<file path="config.mk">
export PLATFORM = sky130hd
export DESIGN_NAME = svn_seg_capture
export DESIGN_NICKNAME = d
export VERILOG_FILES = /design/src/rtl/svn_seg_pkg.sv /design/src/rtl/svn_seg_decode.sv /design/src/rtl/svn_seg_capture.sv
export SDC_FILE = /design/constraint.sdc
export NUM_CORES = 1
export LEC_CHECK = 0
export CAP_MARGIN = 40
export CORE_MARGIN = 5
export CORE_UTILIZATION = 30
export CTS_CLUSTER_DIAMETER = 50
export CTS_CLUSTER_SIZE = 8
export DETAILED_ROUTE_END_ITERATION = 7
export PLACE_DENSITY = 0.54
export SYNTH_ARGS = -nofsm -noshare
export SYNTH_HDL_FRONTEND = slang
export SYNTH_SLANG_ARGS = --single-unit
export TNS_END_PERCENT = 50
</file>
<file path="constraint.sdc">
create_clock -name clk_i -period 3.95 [get_ports clk_i]
set_clock_uncertainty 0.15 [all_clocks]
set_input_delay 0.395 -clock clk_i [delete_from_list [all_inputs] [get_ports clk_i]]
set_output_delay 0.395 -clock clk_i [all_outputs]
set_load 0.005 [all_outputs]
</file>
<file path="src/rtl/svn_seg_pkg.sv">
// Shared seven-segment definitions: bit indices, hex glyph codes, decode table, error bits.
package svn_seg_pkg;

    // Segment bit positions on the display bus
    localparam int SEG_A  = 0;
    localparam int SEG_B  = 1;
    localparam int SEG_C  = 2;
    localparam int SEG_D  = 3;
    localparam int SEG_E  = 4;
    localparam int SEG_F  = 5;
    localparam int SEG_G  = 6;
    localparam int SEG_DP = 7;

    // Active-high glyph codes, seg[6:0] = g..a
    localparam logic [6:0] SEG_0     = 7'h3F;
    localparam logic [6:0] SEG_1     = 7'h06;
    localparam logic [6:0] SEG_2     = 7'h5B;
    localparam logic [6:0] SEG_3     = 7'h4F;
    localparam logic [6:0] SEG_4     = 7'h66;
    localparam logic [6:0] SEG_5     = 7'h6D;
    localparam logic [6:0] SEG_6     = 7'h7D;
    localparam logic [6:0] SEG_7     = 7'h07;
    localparam logic [6:0] SEG_8     = 7'h7F;
    localparam logic [6:0] SEG_9     = 7'h6F;
    localparam logic [6:0] SEG_HEX_A = 7'h77;
    localparam logic [6:0] SEG_HEX_B = 7'h7C;
    localparam logic [6:0] SEG_HEX_C = 7'h39;
    localparam logic [6:0] SEG_HEX_D = 7'h5E;
    localparam logic [6:0] SEG_HEX_E = 7'h79;
    localparam logic [6:0] SEG_HEX_F = 7'h71;
    localparam logic [6:0] SEG_BLANK = 7'h00;

    // Sticky error flag positions in err_o
    localparam int ERR_BAD   = 0;
    localparam int ERR_MULTI = 1;
    localparam int ERR_OVR   = 2;
    localparam int ERR_W     = 3;

    // Hex nibble -> glyph; the decoder searches this same table
    function automatic logic [6:0] seg_encode(input logic [3:0] nib);
        logic [6:0] code;
        case (nib)
            4'h0: code = SEG_0;
            4'h1: code = SEG_1;
            4'h2: code = SEG_2;
            4'h3: code = SEG_3;
            4'h4: code = SEG_4;
            4'h5: code = SEG_5;
            4'h6: code = SEG_6;
            4'h7: code = SEG_7;
            4'h8: code = SEG_8;
            4'h9: code = SEG_9;
            4'hA: code = SEG_HEX_A;
            4'hB: code = SEG_HEX_B;
            4'hC: code = SEG_HEX_C;
            4'hD: code = SEG_HEX_D;
            4'hE: code = SEG_HEX_E;
            default: code = SEG_HEX_F;
        endcase
        return code;
    endfunction

endpackage

</file>
<file path="src/rtl/svn_seg_decode.sv">
// Combinational glyph decoder: 7-bit active-high pattern -> {nibble, blank, legal}.
module svn_seg_decode
    import svn_seg_pkg::*;
(
    input  logic [6:0] pat,
    output logic [3:0] nibble,
    output logic       blank,
    output logic       legal
);

    // Search the hex table; blank is reported separately and decodes to nibble 0
    always_comb begin
        nibble = '0;
        legal  = 1'b0;
        blank  = (pat == SEG_BLANK);
        for (int i = 0; i < 16; i++) begin
            if (pat == seg_encode(4'(i))) begin
                nibble = 4'(i);
                legal  = 1'b1;
            end
        end
    end

endmodule

</file>
<file path="src/rtl/svn_seg_capture.sv">
// Seven-segment bus receiver: samples the multiplexed bus, waits for a stable digit,
// rebuilds a full frame of nibbles and hands it out over valid/ready with sticky errors.
module svn_seg_capture
    import svn_seg_pkg::*;
#(
    parameter int NUM_DIGITS     = 4,
    parameter int SEG_ACTIVE_LOW = 1,
    parameter int SEL_ACTIVE_LOW = 1,
    parameter int STABLE_CNT     = 3
) (
    input  logic                    clk_i,
    input  logic                    rst_i,
    input  logic [7:0]              display_i,
    input  logic [NUM_DIGITS-1:0]   seg_sel_i,
    output logic [4*NUM_DIGITS-1:0] digits_o,
    output logic [NUM_DIGITS-1:0]   dp_o,
    output logic [NUM_DIGITS-1:0]   blank_o,
    output logic                    frame_valid_o,
    input  logic                    frame_ready_i,
    output logic [ERR_W-1:0]        err_o,
    input  logic                    err_clr_i
);

    localparam int SW    = NUM_DIGITS + 8;
    localparam int CW    = 4;
    localparam int IDX_W = (NUM_DIGITS > 1) ? $clog2(NUM_DIGITS) : 1;

    logic [NUM_DIGITS-1:0]        sel_r, sel_n;
    logic [7:0]                   disp_r, disp_n;
    logic [SW-1:0]                prev_r;
    logic [CW-1:0]                cnt_r, cnt_nxt;
    logic                         commit;
    logic [3:0]                   n_sel;
    logic [IDX_W-1:0]             sel_idx;
    logic [3:0]                   dec_nib;
    logic                         dec_blank, dec_legal;
    logic                         wr_digit, complete, accept;
    logic [NUM_DIGITS-1:0]        seen_r, seen_nxt;
    logic [NUM_DIGITS-1:0][3:0]   sh_dig, out_dig;
    logic [NUM_DIGITS-1:0]        sh_dp, sh_blank, out_dp, out_blank;
    logic                         valid_r;
    logic [ERR_W-1:0]             err_r, err_set;

    // Register the raw bus once and keep the previous sample for the stability compare
    always_ff @(posedge clk_i) begin
        if (rst_i) begin
            sel_r  <= '0;
            disp_r <= '0;
            prev_r <= '0;
        end else begin
            sel_r  <= seg_sel_i;
            disp_r <= display_i;
            prev_r <= {sel_r, disp_r};
        end
    end

    assign sel_n  = (SEL_ACTIVE_LOW != 0) ? ~sel_r  : sel_r;
    assign disp_n = (SEG_ACTIVE_LOW != 0) ? ~disp_r : disp_r;

    // Count identical samples, saturating at STABLE_CNT so a held digit commits once
    always_comb begin
        cnt_nxt = CW'(1);
        if ({sel_r, disp_r} == prev_r)
            cnt_nxt = (cnt_r == CW'(STABLE_CNT)) ? cnt_r : cnt_r + CW'(1);
        commit = (cnt_nxt == CW'(STABLE_CNT)) && (cnt_r != CW'(STABLE_CNT));
    end

    // Stability counter register
    always_ff @(posedge clk_i) begin
        if (rst_i) cnt_r <= '0;
        else       cnt_r <= cnt_nxt;
    end

    // Population count and index of the selected digit
    always_comb begin
        n_sel   = '0;
        sel_idx = '0;
        for (int k = 0; k < NUM_DIGITS; k++) begin
            if (sel_n[k]) begin
                n_sel   = n_sel + 4'd1;
                sel_idx = IDX_W'(k);
            end
        end
    end

    svn_seg_decode u_dec (
        .pat    (disp_n[6:0]),
        .nibble (dec_nib),
        .blank  (dec_blank),
        .legal  (dec_legal)
    );

    assign wr_digit = commit && (n_sel == 4'd1) && (dec_legal || dec_blank);
    assign complete = &seen_r;
    assign accept   = valid_r && frame_ready_i;

    // Completion clears seen; a digit committed in that same cycle starts the next frame
    always_comb begin
        seen_nxt = complete ? '0 : seen_r;
        if (wr_digit) seen_nxt[sel_idx] = 1'b1;
    end

    // Error sources for this cycle
    always_comb begin
        err_set            = '0;
        err_set[ERR_BAD]   = commit && (n_sel == 4'd1) && !dec_legal && !dec_blank;
        err_set[ERR_MULTI] = commit && (n_sel > 4'd1);
        err_set[ERR_OVR]   = complete && valid_r && !frame_ready_i;
    end

    // Seen mask and per-digit shadow; latest commit of a digit wins
    always_ff @(posedge clk_i) begin
        if (rst_i) begin
            seen_r   <= '0;
            sh_dig   <= '0;
            sh_dp    <= '0;
            sh_blank <= '0;
        end else begin
            seen_r <= seen_nxt;
            if (wr_digit) begin
                sh_dig[sel_idx]   <= dec_nib;
                sh_dp[sel_idx]    <= disp_n[SEG_DP];
                sh_blank[sel_idx] <= dec_blank;
            end
        end
    end

    // Output frame: load when the slot is free or being taken; held frame wins on overrun
    always_ff @(posedge clk_i) begin
        if (rst_i) begin
            out_dig   <= '0;
            out_dp    <= '0;
            out_blank <= '0;
            valid_r   <= 1'b0;
        end else if (complete && (!valid_r || accept)) begin
            out_dig   <= sh_dig;
            out_dp    <= sh_dp;
            out_blank <= sh_blank;
            valid_r   <= 1'b1;
        end else if (accept) begin
            valid_r   <= 1'b0;
        end
    end

    // Sticky errors; a new error in the clear cycle keeps its bit set
    always_ff @(posedge clk_i) begin
        if (rst_i) err_r <= '0;
        else       err_r <= (err_clr_i ? '0 : err_r) | err_set;
    end

    assign digits_o      = out_dig;
    assign dp_o          = out_dp;
    assign blank_o       = out_blank;
    assign frame_valid_o = valid_r;
    assign err_o         = err_r;

endmodule

</file>
==> impl_metrics.yaml <==
outcome:
  status: "finished clean"
setup_path:
  cp_max_fo: 7
  cp-end-kind: "register"
  reg2reg_slack_ns: 0.64
  worstPathArrival_ns: 3.36
  timing.rr.start: "sel_r[1]"
  worstReg2RegEnd: "sh_dig[10]"
  crit_required_ns: 4.00
  crit_type: "reg -> reg"
  reg2reg_depth: 10
  startpoint_type: "register"
power_and_ir_drop:
  p_leak_nw: 1.55
  vdd_drop_max_uv: 179
  power.density_mw_per_mm2: 412
cells_and_area:
  antenna_cells: 0
  final_cell_mix: "nand2_1 (85), dfxtp_1 (84), clkdlybuf4s50_1 (42), a21oi_1 (40)"
  fin_util: 0.370
  syn2layout_area_growth_pct: 21.7
  drive_above_1_share: 0.0624
  num-nets-final: 464
  layout_commonest_cell: "nand2_1"
clocking:
  cts_resized: 0
  htree_levels: 3
  clockBufferDepth: 2
  cts.sinks: 84
  cts_inserted_buffers: 9
  cts_hold_buf: 0
  cts_tree: "yes"
  clk_pin_slew_ns: 0.07
  cts_setup_buffers: 0
  clk_latency_ns: 0.34
  cts-root-buf: "clkbuf_16"
yosys:
  syn_nets: 435
  async_reset_ff_frac: 0
  synth_seq_area_share: 0.464
  netlist.area_leader.share: 0.464
  yosys_warnings: 0
  synth_cell_type_count: 51
  synth_area_leaders: "dfxtp_1 (46%), nand2_1 (8.8%), mux2i_1 (5.8%)"
  syn_avg_cell_area_um2: 8.73
  synth_area_mm2: 0.00362
  synth_flop_cell: "dfxtp_1"
  synth_cells: 415
  synth_enable_flop_cells: 0
  netlist.top_cell.by_area: "dfxtp_1"
  ys_ff_latch: 84
global_route:
  track_usage: 0.119
  grt_max_degree: 58
  grt_pass1_vias: 2835
  grt_pass1_wl_um: 13800
  antenna_found_initial: 0
  gr-total-overflow: 0
detailed_routing:
  antenna_left: 0
  route.detailed.drc: 0
  routed_wl_um: 8020
  viasPerCell: 4.76
  vias: 2835
  drt-pass1-iter-count: 4
  drt_iter0_markers: 124
  wl_per_cell_um: 13.5
sta:
  finalCritPeriodShare: 0.838
  min_period_ns: 3.31
  max_slew_margin: 0.446
  rsz0062_at_grt: "no"
  setup_viol: 0
  tightest_slew_ns: 0.831
  setup_tns_ns: 0
  finalHoldViolCount: 0
  drv_slew: 0
  fmax_mhz: 302
placed_design:
  port_buffers: 43
  globalplace.congestion: 0.801
  hpwlAfterDp_um: 5570
floorplanning:
  initial_core_util: 0.304
  fp.dieH_um: 120
  die_x_um: 120
  core-area_mm2: 0.0119
  die-area_mm2: 0.0144
  io_pins: 44
  fp-row-count: 40
hold_path:
  hold_class: "in -> reg"
  hold_path.startpoint: "rst_i"
  hold_path_depth: 2
  hold_end: "digits_o[15]"
job:
  maxCapViolCount: 0
[synth_stat cells (3+ instances only)]
library cell,instances
ha_1,4
inv_1,11
and2_1,3
o21ai_0,7
nand2_1,85
a21oi_1,40
dfxtp_1,84
nor2_1,18
or3_1,5
clkbuf_1,16
nand3_1,4
xor2_1,16
xnor2_1,3
nor2b_1,21
o21a_1,3
nor4bb_1,3
nand2b_1,5
mux2i_1,21
nand4_1,6
nor4_1,8
nor3_1,6
or2_2,3
buf_1,3
buf_2,6
[worst max-delay path: stages (launching register included)]
cell and delay [ns]:
dfxtp_1 0.44, inv_1 0.14, ha_1 0.34, xnor2_1 0.23
ha_1 0.27, xnor2_1 0.15, a22o_1 0.17, a32oi_1 0.09
or3_1 0.45, or4b_4 0.58, mux2i_1 0.15
[cell type report]
class,instances,area [um^2]
clock buffers,10,239
multi-input cells,292,1770
repair buffers,46,448
inverters,11,41.3
well taps,147,184
flip-flops and latches,84,1680
fillers,1262,7500
clock inverters,6,47.5
[how the worst max path moves through the flow]
stage | startpoint | to | slack (ns) | cells after the start
floorplan | sel_r[1] | sh_dig[10] | 0.94 | 11
global placement | sel_r[1] | sh_dig[10] | 0.86 | 10
detailed placement | sel_r[1] | sh_dig[10] | 0.70 | 11
CTS | sel_r[1] | sh_dig[10] | 0.69 | 11
global route | sel_r[1] | sh_dig[5] | 0.48 | 10
finish | sel_r[1] | sh_dig[10] | 0.64 | 10
[registers in the layout (all words and copies together) (netlist names)]
| signal | count |
|---|---|
| frame_valid_o | 1 |
| disp_r | 8 |
| prev_r | 12 |
| digits_o | 16 |
| sh_dp | 4 |
| sh_blank | 4 |
| sh_dig | 16 |
| err_o | 3 |
| sel_r | 4 |
| cnt_r | 4 |
| seen_r | 4 |
| dp_o | 4 |
| blank_o | 4 |
[where the power goes]
| part | internal, W | switching, W |
|---|---|---|
| Clock | 0.000450 | 0.000362 |
| Combinational | 0.0000548 | 0.0000683 |
| Sequential | 0.000859 | 0.0000249 |
| Total | 0.00136 | 0.000455 |
[metrics by stage]
stage	setup WS, ns	power (W)	hold WS, ns	cells	area, um^2
after floorplan	0.939	0.000991	0.273	415	3620
after global placement	0.855	0.00102	0.294	580	4120
after detailed placement	0.697	0.00103	0.297	580	4120
after CTS	0.692	0.00184	0.179	596	4410
after global routing	0.483	0.00189	0.188	596	4410
final	0.638	0.00182	0.187	596	4410
[layer usage]
| metal | wire length, um | vias to the layer above | global-route usage |
|---|---|---|---|
| li1 | - | 1463 | - |
| met1 | 4030 | 1319 | 0.151 |
| met2 | 3600 | 45 | 0.190 |
| met3 | 277 | 8 | 0.0302 |
| met4 | 120 | 0 | 0.0515 |
| met5 | 0 | - | 0 |
[cell families (layout without fill, tap and decap cells)]
logic type,count (synthesis),in the layout,synth area share
DFF,84,84,0.464
adders and majority gates,4,4,0.0138
xor gates and xnor gates,19,19,0.0459
muxes,21,21,0.0580
buffers and inverters,39,73,0.0477
and+or+nand+nor,183,183,0.265
AOI/OAI and AO/OA,65,65,0.106
Note: power is estimated with default switching activity, not from simulation.
